--- src/rtl/dmem_arbiter_pkg.sv ---
// -----------------------------------------------------------------------------
// dmem_arbiter_pkg
//   Shared definitions for the data-memory arbiter:
//   - FSM state encodings (IDLE / HOLD0 / HOLD1)
//   - requester port index constants
//   - small helpers that map a port index to its one-hot grant and to the
//     matching HOLD state
// -----------------------------------------------------------------------------
package dmem_arbiter_pkg;

  // FSM state encodings
  localparam logic [1:0] ST_IDLE  = 2'd0;
  localparam logic [1:0] ST_HOLD0 = 2'd1;
  localparam logic [1:0] ST_HOLD1 = 2'd2;

  // Requester port indices
  localparam logic PORT0 = 1'b0;  // CPU load/store
  localparam logic PORT1 = 1'b1;  // DMA / debug loader

  // One-hot grant vector for a port index
  function automatic logic [1:0] port_onehot(input logic idx);
    return (idx == PORT1) ? 2'b10 : 2'b01;
  endfunction

  // HOLD state that belongs to a port index
  function automatic logic [1:0] hold_state(input logic idx);
    return (idx == PORT1) ? ST_HOLD1 : ST_HOLD0;
  endfunction

endpackage : dmem_arbiter_pkg

--- src/rtl/dmem_arbiter_if.sv ---
// -----------------------------------------------------------------------------
// dmem_arbiter_if
//   Bundles the two requester ports and the data-memory port of the arbiter.
//   Signals
//     req0/req1      access request per port
//     we0/we1        1 = write, 0 = read
//     lock0/lock1    keep ownership after this access
//     addr0/addr1    word address            [AW-1:0]
//     wdata0/wdata1  write data              [DW-1:0]
//     grant          one-hot, combinational  [1:0]
//     ack0/ack1      one-cycle pulse, cycle after the granted edge
//     rdata0/rdata1  data read at the granted edge, held otherwise
//     mem_we/mem_addr/mem_wdata  drive the data memory
//     mem_rdata      combinational read data of mem_addr
//   Modports
//     slave   the arbiter itself
//     master  the surrounding system (requesters plus the memory read path)
// -----------------------------------------------------------------------------
interface dmem_arbiter_if #(
  parameter int AW = 10,
  parameter int DW = 32
);

  logic          req0;
  logic          req1;
  logic          we0;
  logic          we1;
  logic          lock0;
  logic          lock1;
  logic [AW-1:0] addr0;
  logic [AW-1:0] addr1;
  logic [DW-1:0] wdata0;
  logic [DW-1:0] wdata1;

  logic [1:0]    grant;
  logic          ack0;
  logic          ack1;
  logic [DW-1:0] rdata0;
  logic [DW-1:0] rdata1;

  logic          mem_we;
  logic [AW-1:0] mem_addr;
  logic [DW-1:0] mem_wdata;
  logic [DW-1:0] mem_rdata;

  modport slave (
    input  req0, req1, we0, we1, lock0, lock1,
    input  addr0, addr1, wdata0, wdata1,
    output grant, ack0, ack1, rdata0, rdata1,
    output mem_we, mem_addr, mem_wdata,
    input  mem_rdata
  );

  modport master (
    output req0, req1, we0, we1, lock0, lock1,
    output addr0, addr1, wdata0, wdata1,
    input  grant, ack0, ack1, rdata0, rdata1,
    input  mem_we, mem_addr, mem_wdata,
    output mem_rdata
  );

endinterface : dmem_arbiter_if

--- src/rtl/dmem_arbiter_arb_rr2.sv ---
// -----------------------------------------------------------------------------
// arb_rr2
//   Combinational two-way round-robin picker.
//   Ports
//     req   [1:0]  in   request vector
//     last         in   index of the most recently granted port
//     grant [1:0]  out  one-hot (or zero) grant
//   A lone request is granted directly; on a tie the port that was not
//   granted last wins.
// -----------------------------------------------------------------------------
module arb_rr2 (
  input  logic [1:0] req,
  input  logic       last,
  output logic [1:0] grant
);

  import dmem_arbiter_pkg::*;

  always_comb begin
    // NOTE: every output of an always_comb gets a value on every path; a
    // default assignment up front is the simplest way to rule out a latch.
    grant = req;
    if (req == 2'b11) begin
      grant = port_onehot(~last);
    end
  end

endmodule : arb_rr2

--- src/rtl/dmem_arbiter.sv ---
// -----------------------------------------------------------------------------
// dmem_arbiter
//   Shares a single-port data memory (combinational read, write on the rising
//   edge) between port 0 (CPU) and port 1 (DMA / debug loader). One access is
//   issued per clock; ties are resolved round-robin. A requester may assert
//   lock to keep ownership for a bounded burst of back-to-back accesses.
//   Ports
//     clk    in  clock, all state updates on the rising edge
//     rst_n  in  asynchronous active-low reset
//     bus    dmem_arbiter_if.slave : requester ports and memory port
//   Parameters
//     AW        word address width
//     DW        data width
//     MAX_HOLD  max consecutive granted cycles of one locked burst (>= 1)
// -----------------------------------------------------------------------------
module dmem_arbiter #(
  parameter int AW       = 10,
  parameter int DW       = 32,
  parameter int MAX_HOLD = 8
) (
  input  logic               clk,
  input  logic               rst_n,
  dmem_arbiter_if.slave      bus
);

  import dmem_arbiter_pkg::*;

  localparam int HCW = $clog2(MAX_HOLD + 1);

  // ---------------------------------------------------------------------------
  // State
  // ---------------------------------------------------------------------------
  logic [1:0]     state;
  logic           last;       // index of the port granted most recently
  logic [HCW-1:0] hold_cnt;   // granted cycles of the current locked burst

  logic           ack0_q;
  logic           ack1_q;
  logic [DW-1:0]  rdata0_q;
  logic [DW-1:0]  rdata1_q;

  // ---------------------------------------------------------------------------
  // Arbitration
  // ---------------------------------------------------------------------------
  logic [1:0]     req;
  logic [1:0]     rr_grant;
  logic [1:0]     grant;
  logic           gidx;       // index of the granted port (valid when grant != 0)
  logic           lock_g;     // lock input of the granted port
  logic           cont_burst; // this grant extends the burst already held
  logic [HCW-1:0] cnt_new;    // burst length including this grant

  assign req = {bus.req1, bus.req0};

  arb_rr2 u_rr (
    .req   (req),
    .last  (last),
    .grant (rr_grant)
  );

  // The owner of a burst is served exclusively while it keeps requesting.
  // If the owner drops its request the cycle is arbitrated as if idle.
  // Grant is forced low while reset is asserted so no access can issue.
  always_comb begin
    grant = 2'b00;
    if (rst_n) begin
      case (state)
        ST_HOLD0: grant = bus.req0 ? port_onehot(PORT0) : rr_grant;
        ST_HOLD1: grant = bus.req1 ? port_onehot(PORT1) : rr_grant;
        default:  grant = rr_grant;
      endcase
    end
  end

  assign gidx       = grant[1];
  assign lock_g     = gidx ? bus.lock1 : bus.lock0;
  assign cont_burst = (state == hold_state(gidx));
  assign cnt_new    = cont_burst ? hold_cnt + HCW'(1) : HCW'(1);

  assign bus.grant  = grant;

  // ---------------------------------------------------------------------------
  // Memory port mux
  // ---------------------------------------------------------------------------
  always_comb begin
    bus.mem_we    = 1'b0;
    bus.mem_addr  = '0;
    bus.mem_wdata = '0;
    if (grant[0]) begin
      bus.mem_we    = bus.we0;
      bus.mem_addr  = bus.addr0;
      bus.mem_wdata = bus.wdata0;
    end else if (grant[1]) begin
      bus.mem_we    = bus.we1;
      bus.mem_addr  = bus.addr1;
      bus.mem_wdata = bus.wdata1;
    end
  end

  // ---------------------------------------------------------------------------
  // FSM and burst counter
  //   cnt_new counts the grant issuing at this edge, so a burst that reaches
  //   MAX_HOLD granted cycles is released at that same edge. With last set to
  //   the releasing port, a waiting other port wins the very next tie.
  // ---------------------------------------------------------------------------
  // NOTE: clocked state is assigned with <= so every flop samples the values
  // from before the edge, independent of statement order inside the block.
  always_ff @(posedge clk or negedge rst_n) begin
    if (!rst_n) begin
      state    <= ST_IDLE;
      last     <= PORT1;      // port 0 wins the first tie after reset
      hold_cnt <= '0;
    end else if (grant != 2'b00) begin
      last <= gidx;
      if (lock_g && (cnt_new != HCW'(MAX_HOLD))) begin
        state    <= hold_state(gidx);
        hold_cnt <= cnt_new;
      end else begin
        state    <= ST_IDLE;
        hold_cnt <= '0;
      end
    end else begin
      state    <= ST_IDLE;
      hold_cnt <= '0;
    end
  end

  // ---------------------------------------------------------------------------
  // Response registers
  //   rdata captures the memory word at the granted edge; for a write this is
  //   the word as it was before the write commits.
  // ---------------------------------------------------------------------------
  always_ff @(posedge clk or negedge rst_n) begin
    if (!rst_n) begin
      ack0_q   <= 1'b0;
      ack1_q   <= 1'b0;
      rdata0_q <= '0;
      rdata1_q <= '0;
    end else begin
      ack0_q <= grant[0];
      ack1_q <= grant[1];
      if (grant[0]) begin
        rdata0_q <= bus.mem_rdata;
      end
      if (grant[1]) begin
        rdata1_q <= bus.mem_rdata;
      end
    end
  end

  assign bus.ack0   = ack0_q;
  assign bus.ack1   = ack1_q;
  assign bus.rdata0 = rdata0_q;
  assign bus.rdata1 = rdata1_q;

endmodule : dmem_arbiter

--- src/flat_wrapper.sv ---
// flat-port wrapper written by rule: the top's interface ports become plain ports
module dmem_arbiter_flat import dmem_arbiter_pkg::*;
#(
  parameter int AW       = 10,
  parameter int DW       = 32,
  parameter int MAX_HOLD = 8
)
  (clk, rst_n, bus_req0, bus_req1, bus_we0, bus_we1, bus_lock0, bus_lock1, bus_addr0, bus_addr1, bus_wdata0, bus_wdata1, bus_grant, bus_ack0, bus_ack1, bus_rdata0, bus_rdata1, bus_mem_we, bus_mem_addr, bus_mem_wdata, bus_mem_rdata);
  dmem_arbiter_if #(.AW(AW), .DW(DW)) bus_i ();
  input  logic clk;
  input  logic rst_n;
  input wire logic [$bits(bus_i.req0)-1:0] bus_req0;
  input wire logic [$bits(bus_i.req1)-1:0] bus_req1;
  input wire logic [$bits(bus_i.we0)-1:0] bus_we0;
  input wire logic [$bits(bus_i.we1)-1:0] bus_we1;
  input wire logic [$bits(bus_i.lock0)-1:0] bus_lock0;
  input wire logic [$bits(bus_i.lock1)-1:0] bus_lock1;
  input wire logic [$bits(bus_i.addr0)-1:0] bus_addr0;
  input wire logic [$bits(bus_i.addr1)-1:0] bus_addr1;
  input wire logic [$bits(bus_i.wdata0)-1:0] bus_wdata0;
  input wire logic [$bits(bus_i.wdata1)-1:0] bus_wdata1;
  output wire logic [$bits(bus_i.grant)-1:0] bus_grant;
  output wire logic [$bits(bus_i.ack0)-1:0] bus_ack0;
  output wire logic [$bits(bus_i.ack1)-1:0] bus_ack1;
  output wire logic [$bits(bus_i.rdata0)-1:0] bus_rdata0;
  output wire logic [$bits(bus_i.rdata1)-1:0] bus_rdata1;
  output wire logic [$bits(bus_i.mem_we)-1:0] bus_mem_we;
  output wire logic [$bits(bus_i.mem_addr)-1:0] bus_mem_addr;
  output wire logic [$bits(bus_i.mem_wdata)-1:0] bus_mem_wdata;
  input wire logic [$bits(bus_i.mem_rdata)-1:0] bus_mem_rdata;
  assign bus_i.req0 = bus_req0;
  assign bus_i.req1 = bus_req1;
  assign bus_i.we0 = bus_we0;
  assign bus_i.we1 = bus_we1;
  assign bus_i.lock0 = bus_lock0;
  assign bus_i.lock1 = bus_lock1;
  assign bus_i.addr0 = bus_addr0;
  assign bus_i.addr1 = bus_addr1;
  assign bus_i.wdata0 = bus_wdata0;
  assign bus_i.wdata1 = bus_wdata1;
  assign bus_grant = bus_i.grant;
  assign bus_ack0 = bus_i.ack0;
  assign bus_ack1 = bus_i.ack1;
  assign bus_rdata0 = bus_i.rdata0;
  assign bus_rdata1 = bus_i.rdata1;
  assign bus_mem_we = bus_i.mem_we;
  assign bus_mem_addr = bus_i.mem_addr;
  assign bus_mem_wdata = bus_i.mem_wdata;
  assign bus_i.mem_rdata = bus_mem_rdata;
  dmem_arbiter #(.AW(AW), .DW(DW), .MAX_HOLD(MAX_HOLD)) u_core (.clk(clk), .rst_n(rst_n), .bus(bus_i));
endmodule
--- config.mk ---
export PLATFORM = sky130hd
export DESIGN_NAME = dmem_arbiter_flat
export DESIGN_NICKNAME = d
export VERILOG_FILES = /design/src/rtl/dmem_arbiter_pkg.sv /design/src/rtl/dmem_arbiter_if.sv /design/src/rtl/dmem_arbiter_arb_rr2.sv /design/src/rtl/dmem_arbiter.sv /design/src/flat_wrapper.sv
export SDC_FILE = /design/constraint.sdc
export NUM_CORES = 1
export LEC_CHECK = 0
export ABC_AREA = 1
export CAP_MARGIN = 20
export CORE_ASPECT_RATIO = 1.4
export CORE_MARGIN = 3
export CORE_UTILIZATION = 33
export CTS_CLUSTER_DIAMETER = 150
export DETAILED_ROUTE_END_ITERATION = 12
export PLACE_DENSITY_LB_ADDON = 0.12
export SETUP_SLACK_MARGIN = 0.05
export SLEW_MARGIN = 20
export SYNTH_ARGS = -nofsm -noshare
export SYNTH_HDL_FRONTEND = slang
export SYNTH_SLANG_ARGS = --single-unit
--- constraint.sdc ---
create_clock -name clk -period 1.54 [get_ports clk]
set_input_delay 0.154 -clock clk [delete_from_list [all_inputs] [get_ports clk]]
set_output_delay 0.154 -clock clk [all_outputs]
set_load 0.01 [all_outputs]
=== Yosys cells after proc, flatten, opt, wreduce, memory -nomap -nowiden ===
Index checks and enable logic that the tools add are counted.

* $add $sub $neg: 1
* Reduce and logical (&&, ||, !) cells: 2
* Multiplexer cells: 19
* Equality and inequality tests: 5

{| class="wikitable"
|+ Operators with widths
! operator !! number
|-
| 32-bit two-way mux || 2
|-
| 10-bit two-way mux || 2
|-
| 2-bit two-way mux || 8
|-
| 4-bit two-way mux || 3
|-
| 4-bit by 1-bit adder with 4-bit output, second input constant || 1
|-
| 2-bit == test, second input constant || 2
|-
| 4-bit != test, second input constant || 1
|-
| 2-bit one-hot mux with 2 select lines || 1
|-
| 1-bit two-way mux || 3
|-
| 2-bit by 1-bit == test with 1-bit output, second input constant || 1
|-
| 2-bit == test || 1
|-
| 2-bit nonzero test || 1
|-
| 1-bit logical AND || 1
|}

* Input port bits: 124
* Bits in registers: 73
* Output and inout bits: 111
* Word-level logic and storage cells: 34

=== Longest topological paths before layout ===
* Depth after elaboration: 12
* Depth in mapped cells: 11
* Depth with buffers taken out: 11

=== Hierarchy ===
A second synthesis with hierarchy kept.

* Cell total of the unflattened synthesis: 474
* Area total of the unflattened synthesis: 3544.6 um^2

{| class="wikitable"
|+ By module, submodules not included
! module !! area an instance (um^2) !! times used !! cells an instance
|-
| dmem_arbiter || 3523.4 || 1 || 469
|-
| arb_rr2 || 21.3 || 1 || 5
|}

=== Worst setup path after synthesis ===
Ideal clock, no wire load.

* Kind: flip-flop to output port
* Start point: register u_core.state[0]
* End point: output port bus_mem_wdata[22]
* Data arrival time: 1.555 ns
* Stages on the path, launching flop included: 10
* Buffers on the path: 2
* Slack: -0.169 ns
* Data required time: 1.386 ns
* Cells stage by stage: dfrtp_1 -> inv_1 -> ha_1 -> nand2_1 -> or2_1 -> nand3_2 -> buf_6 -> buf_2 -> nand3_1 -> nand2_1

* Cells in the longest elaborated chain, start to end: 5
* Elaborated cells on any way between the ends: 6
* Those cells by class: eq/ne: 2; mux: 4

{| class="wikitable"
|+ Ends and longest elaborated chain
! item !! line !! RTL
|-
| from (decl) || dmem_arbiter.sv:33 || <nowiki>logic [1:0] state;</nowiki>
|-
| from (signal assigned) || dmem_arbiter.sv:116 || <nowiki>state <= hold_state(gidx);</nowiki>
|-
| 2-bit == test / 2-bit by 1-bit == test with 1-bit output (equally long branches) || dmem_arbiter.sv:67 || <nowiki>case (state)</nowiki>
|-
| 2-bit one-hot mux with 2 select lines * || dmem_arbiter.sv:67 ||
|-
| 2-bit two-way mux * || dmem_arbiter.sv:66 || <nowiki>if (rst_n) begin</nowiki>
|-
| 32-bit two-way mux || dmem_arbiter.sv:93 || <nowiki>end else if (grant[1]) begin</nowiki>
|-
| 32-bit two-way mux * || dmem_arbiter.sv:89 || <nowiki>if (grant[0]) begin</nowiki>
|-
| to (decl) || flat_wrapper.sv:29 || <nowiki>output wire logic [$bits(bus_i.mem_wdata)-1:0] bus_mem_wdata;</nowiki>
|}

Mark *: on every way between the ends. The rest lies on a longest branch, timed or not.

=== Final worst setup path ===
* Start point: register u_core.state[0]
* End point: output port bus_mem_wdata[8]

The elaborated chain is that of the path after synthesis.

==> key figures <==
Run status
  – Status: finished, violations left
  – Failing checks: setup timing

Routing
  – Via count: 4391
  – 1st-pass router iterations: 4
  – Vias per Instance: 4.934
  – Drt total wl: 17150 um
  – # DRC: 0
  – Detail Route Antenna Nets: 0
  – WL/cell: 19.27 um
  – Iteration-0 DRC Markers: 184

Global route
  – Vias in the first global route: 4265
  – Total track usage: 24.48%
  – Largest net degree at the start of global routing: 70
  – First-pass GRT wire length: 22780 um
  – GRT Residual Overflow: 0
  – Initial antenna violation count: 4

Yosys
  – Post-synth top cells: 172 x nand2_1, 72 x dfrtp_1, 65 x o21ai_0
  – Multiplexer area fraction after synthesis: 0%
  – Number of flops mapped to enable cells by yosys: 0
  – Syn avg cell area: 7.808 sq um
  – Post-Synth Adder-Cell Area: 1.059%
  – Register area share after synthesis: 51.57%
  – Count leader, synth: nand2_1
  – Post-synthesis compound-gate area fraction: 9.319%
  – Seq cells post-synth: 73
  – Main synth FF type: dfrtp_1
  – Post-Synth Simple-Gate Area: 27.74%
  – Synth cell types: 21
  – Post-synth top area share: 50.83%
  – Yosys warning count: 0
  – Post-Synth XOR/XNOR Area: 0.2471%
  – Largest family of logic cells by synthesized area: simple AND/OR/NAND/NOR gates
  – Cell count after synthesis: 454
  – Largest area contributor in the netlist: dfrtp_1
  – Synthesized area: 0.003545 sq mm
  – Synthesized net count: 581
  – Top cells by area, synth: dfrtp_1 51%, nand2_1 18%, o21ai_0 9.2%
  – FFs w/ async S/R, synth: 100.0%

Pwr
  – Gate power share: 45.6%
  – Peak VDD IR: 968.0 uV
  – PwrDens: 1130 mW/mm^2
  – Lkg Pwr: 3.884 nW
  – P_int: 6.496 mW
  – Sequential Power Share: 29.7%
  – P_sw: 3.013 mW
  – Switch share: 31.69%
  – Clk pwr share: 24.7%

STA
  – Min setup slack post-route: -677.2 ps
  – Fmax: 451.0 MHz
  – Slew headroom: 41.62%
  – Final Cycle Share: 144.0%
  – Measured slew at the worst slew-check pin: 875.7 ps
  – Final Hold Slack: 88.39 ps
  – RSZ-0062 raised after global routing: yes
  – Worst Skew: 5.631 ps
  – Fin. Hold Viols: 0
  – Max Transition Viols Final: 0
  – Setup-failing EPs final: 116
  – Final Critical Period: 2217 ps

Finish
  – Final Util: 80.89%
  – Nets: 874
  – Multi-input logic area: 0.002208 sq mm
  – # fillers: 617
  – Post-route insts no fill: 890
  – Design Area, Final: 0.008417 sq mm
  – Register Area: 0.001829 sq mm
  – Area grow syn2layout: 137.5%
  – Layout cell share with drive strength beyond 1: 42.88%

Setup path
  – CP Max Fanout: 7
  – Critical Path End Type: primary output
  – Worst EP arrival: 2060 ps
  – WS Path Type: register to primary output
  – Worst EP required: 1390 ps
  – Reg2Reg Setup Slack: -570 ps
  – Startpoint types: register

Clock tree
  – Clock transition at path regs: 60 ps
  – CTS Buf Count: 9
  – Clock root cell: clkbuf_16
  – Num Clock Sinks: 73
  – Clock tree buffer depth: 2
  – CTS tree: built
  – Clock latency on the worst-skew pair: 330 ps
  – H-tree levels: 3

Floorplan
  – Die Wd: 93.59 um
  – Die area: 0.01204 sq mm
  – Die Y: 128.6 um
  – Number of placed I/O pins: 235
  – Row cnt: 44
  – Initial core utilization: 34.07%
  – Core area: 0.01041 sq mm

Place
  – Placed Instances: 821
  – Placer congestion estimate: 0.7790
  – Area post-placement: 0.006238 sq mm
  – I/O Buffers: 234
  – Place WS: -711.3 ps
  – HPWL Detailed: 9666 um

Flow run
  – MaxCap Viol Count: 0

Min path
  – Worst min path class: primary input to async pin
-- sequential cells by signal, summed over array words and instances, names as in the netlist --
register           cells
u_core.bus.rdata1     32
u_core.bus.rdata0     32
u_core.last            1
u_core.bus.ack0        1
u_core.bus.ack1        1
u_core.hold_cnt        4
u_core.state           2
-- routing by layer --
| metal | wire length (um) | part of all wire [%] | vias up | GRT usage [%] |
|---|---|---|---|---|
| met5 | 36 | 0.21 | - | 0 |
| met4 | 537 | 3.1 | 6 | 9.524 |
| met3 | 1560 | 9.1 | 44 | 10.18 |
| met2 | 8719 | 51 | 204 | 41.62 |
| met1 | 6298 | 37 | 2102 | 27.18 |
| li1 | - | - | 2035 | - |
-- kinds of logic after synthesis --
kind of cell             after synthesis
AO/OA/AOI/OAI                         66
XOR/XNOR                               1
adder cells (fa/ha/maj)                3
buffers and inverters                 73
flip-flops                            73
AND/OR/NAND/NOR                      238
-- critical path, stage by stage (launching register included) --
cell     delay, ps
dfrtp_1        390
inv_2           70
ha_4           290
nand2_4         50
or2_4          230
nand3_4        150
buf_6          170
buf_16         120
nand3_1         80
nand2_2         70
buf_6          110
-- stage by stage --
step | TNS [ps] | power, mW
final | -52280 | 9.509
after global routing | -62410 | 9.955
after CTS | -53090 | 8.783
after detailed placement | -52160 | 5.730
after global placement | -49890 | 5.678
after floorplan | -4032 | 3.839
-- timing repair --
item                       4_1_cts  5_1_grt
setup endpoints to repair      116      117
hold endpoints to repair         4        0
pin swaps                       15       30
hold buffers                     1        0
buffers inserted                23       10
resized for setup              375      177
gates cloned                    14       12
-- path summary, 6_finish.rpt --
path,endpoint,from,depth (start not counted)
min reg2reg,u_core.bus.rdata1[2],u_core.bus.rdata1[2],2
max,bus_mem_wdata[8],u_core.state[0],10
min in group clk,u_core.bus.ack0,rst_n,4
max reg2reg,u_core.bus.rdata0[30],u_core.state[0],13
max in group asynchronous,u_core.state[1],rst_n,2
min,u_core.hold_cnt[2],rst_n,2
-- final cells by class --
class                   instances  share of cell area (%)
well taps                     138                   2.051
diodes                          1                 0.02973
clock buffers                   9                   2.676
multi-input cells             308                   26.24
inverters                      46                   2.289
clock inverters                 6                   1.278
repair buffers                309                   43.70
flip-flops and latches         73                   21.73
-- cell usage in the layout, fill, tap and decap left out, types with 2 or more instances in the layout --
cell,netlist,routed
dlymetal6s2s_1,0,3
buf_8,0,4
dfrtp_1,72,71
nand2_2,1,80
buf_6,6,56
nand2_1,172,67
buf_4,5,20
inv_1,44,41
nor2_1,8,4
clkdlybuf4s50_1,0,185
inv_2,1,3
clkbuf_16,0,17
o21ai_1,0,37
o21ai_2,0,28
ha_1,3,2
nor2_2,0,3
nand3_2,1,24
nand3_1,51,13
clkinv_2,0,2
buf_16,0,13
nand3_4,0,15
nand2_8,0,2
nand4_1,3,3
bufinv_16,0,3
nand2_4,1,25
buf_12,0,19
-- power groups by stage --
stage	registers [mW]	clock network (mW)	logic, mW
finish	2.83	2.35	4.33
global route	2.89	2.47	4.59
CTS	2.72	2.38	3.69
detailed placement	2.72	0	3.01
global placement	2.71	0	2.97
floorplan	2.93	0	0.906
Power figures use the tool's default switching activity.
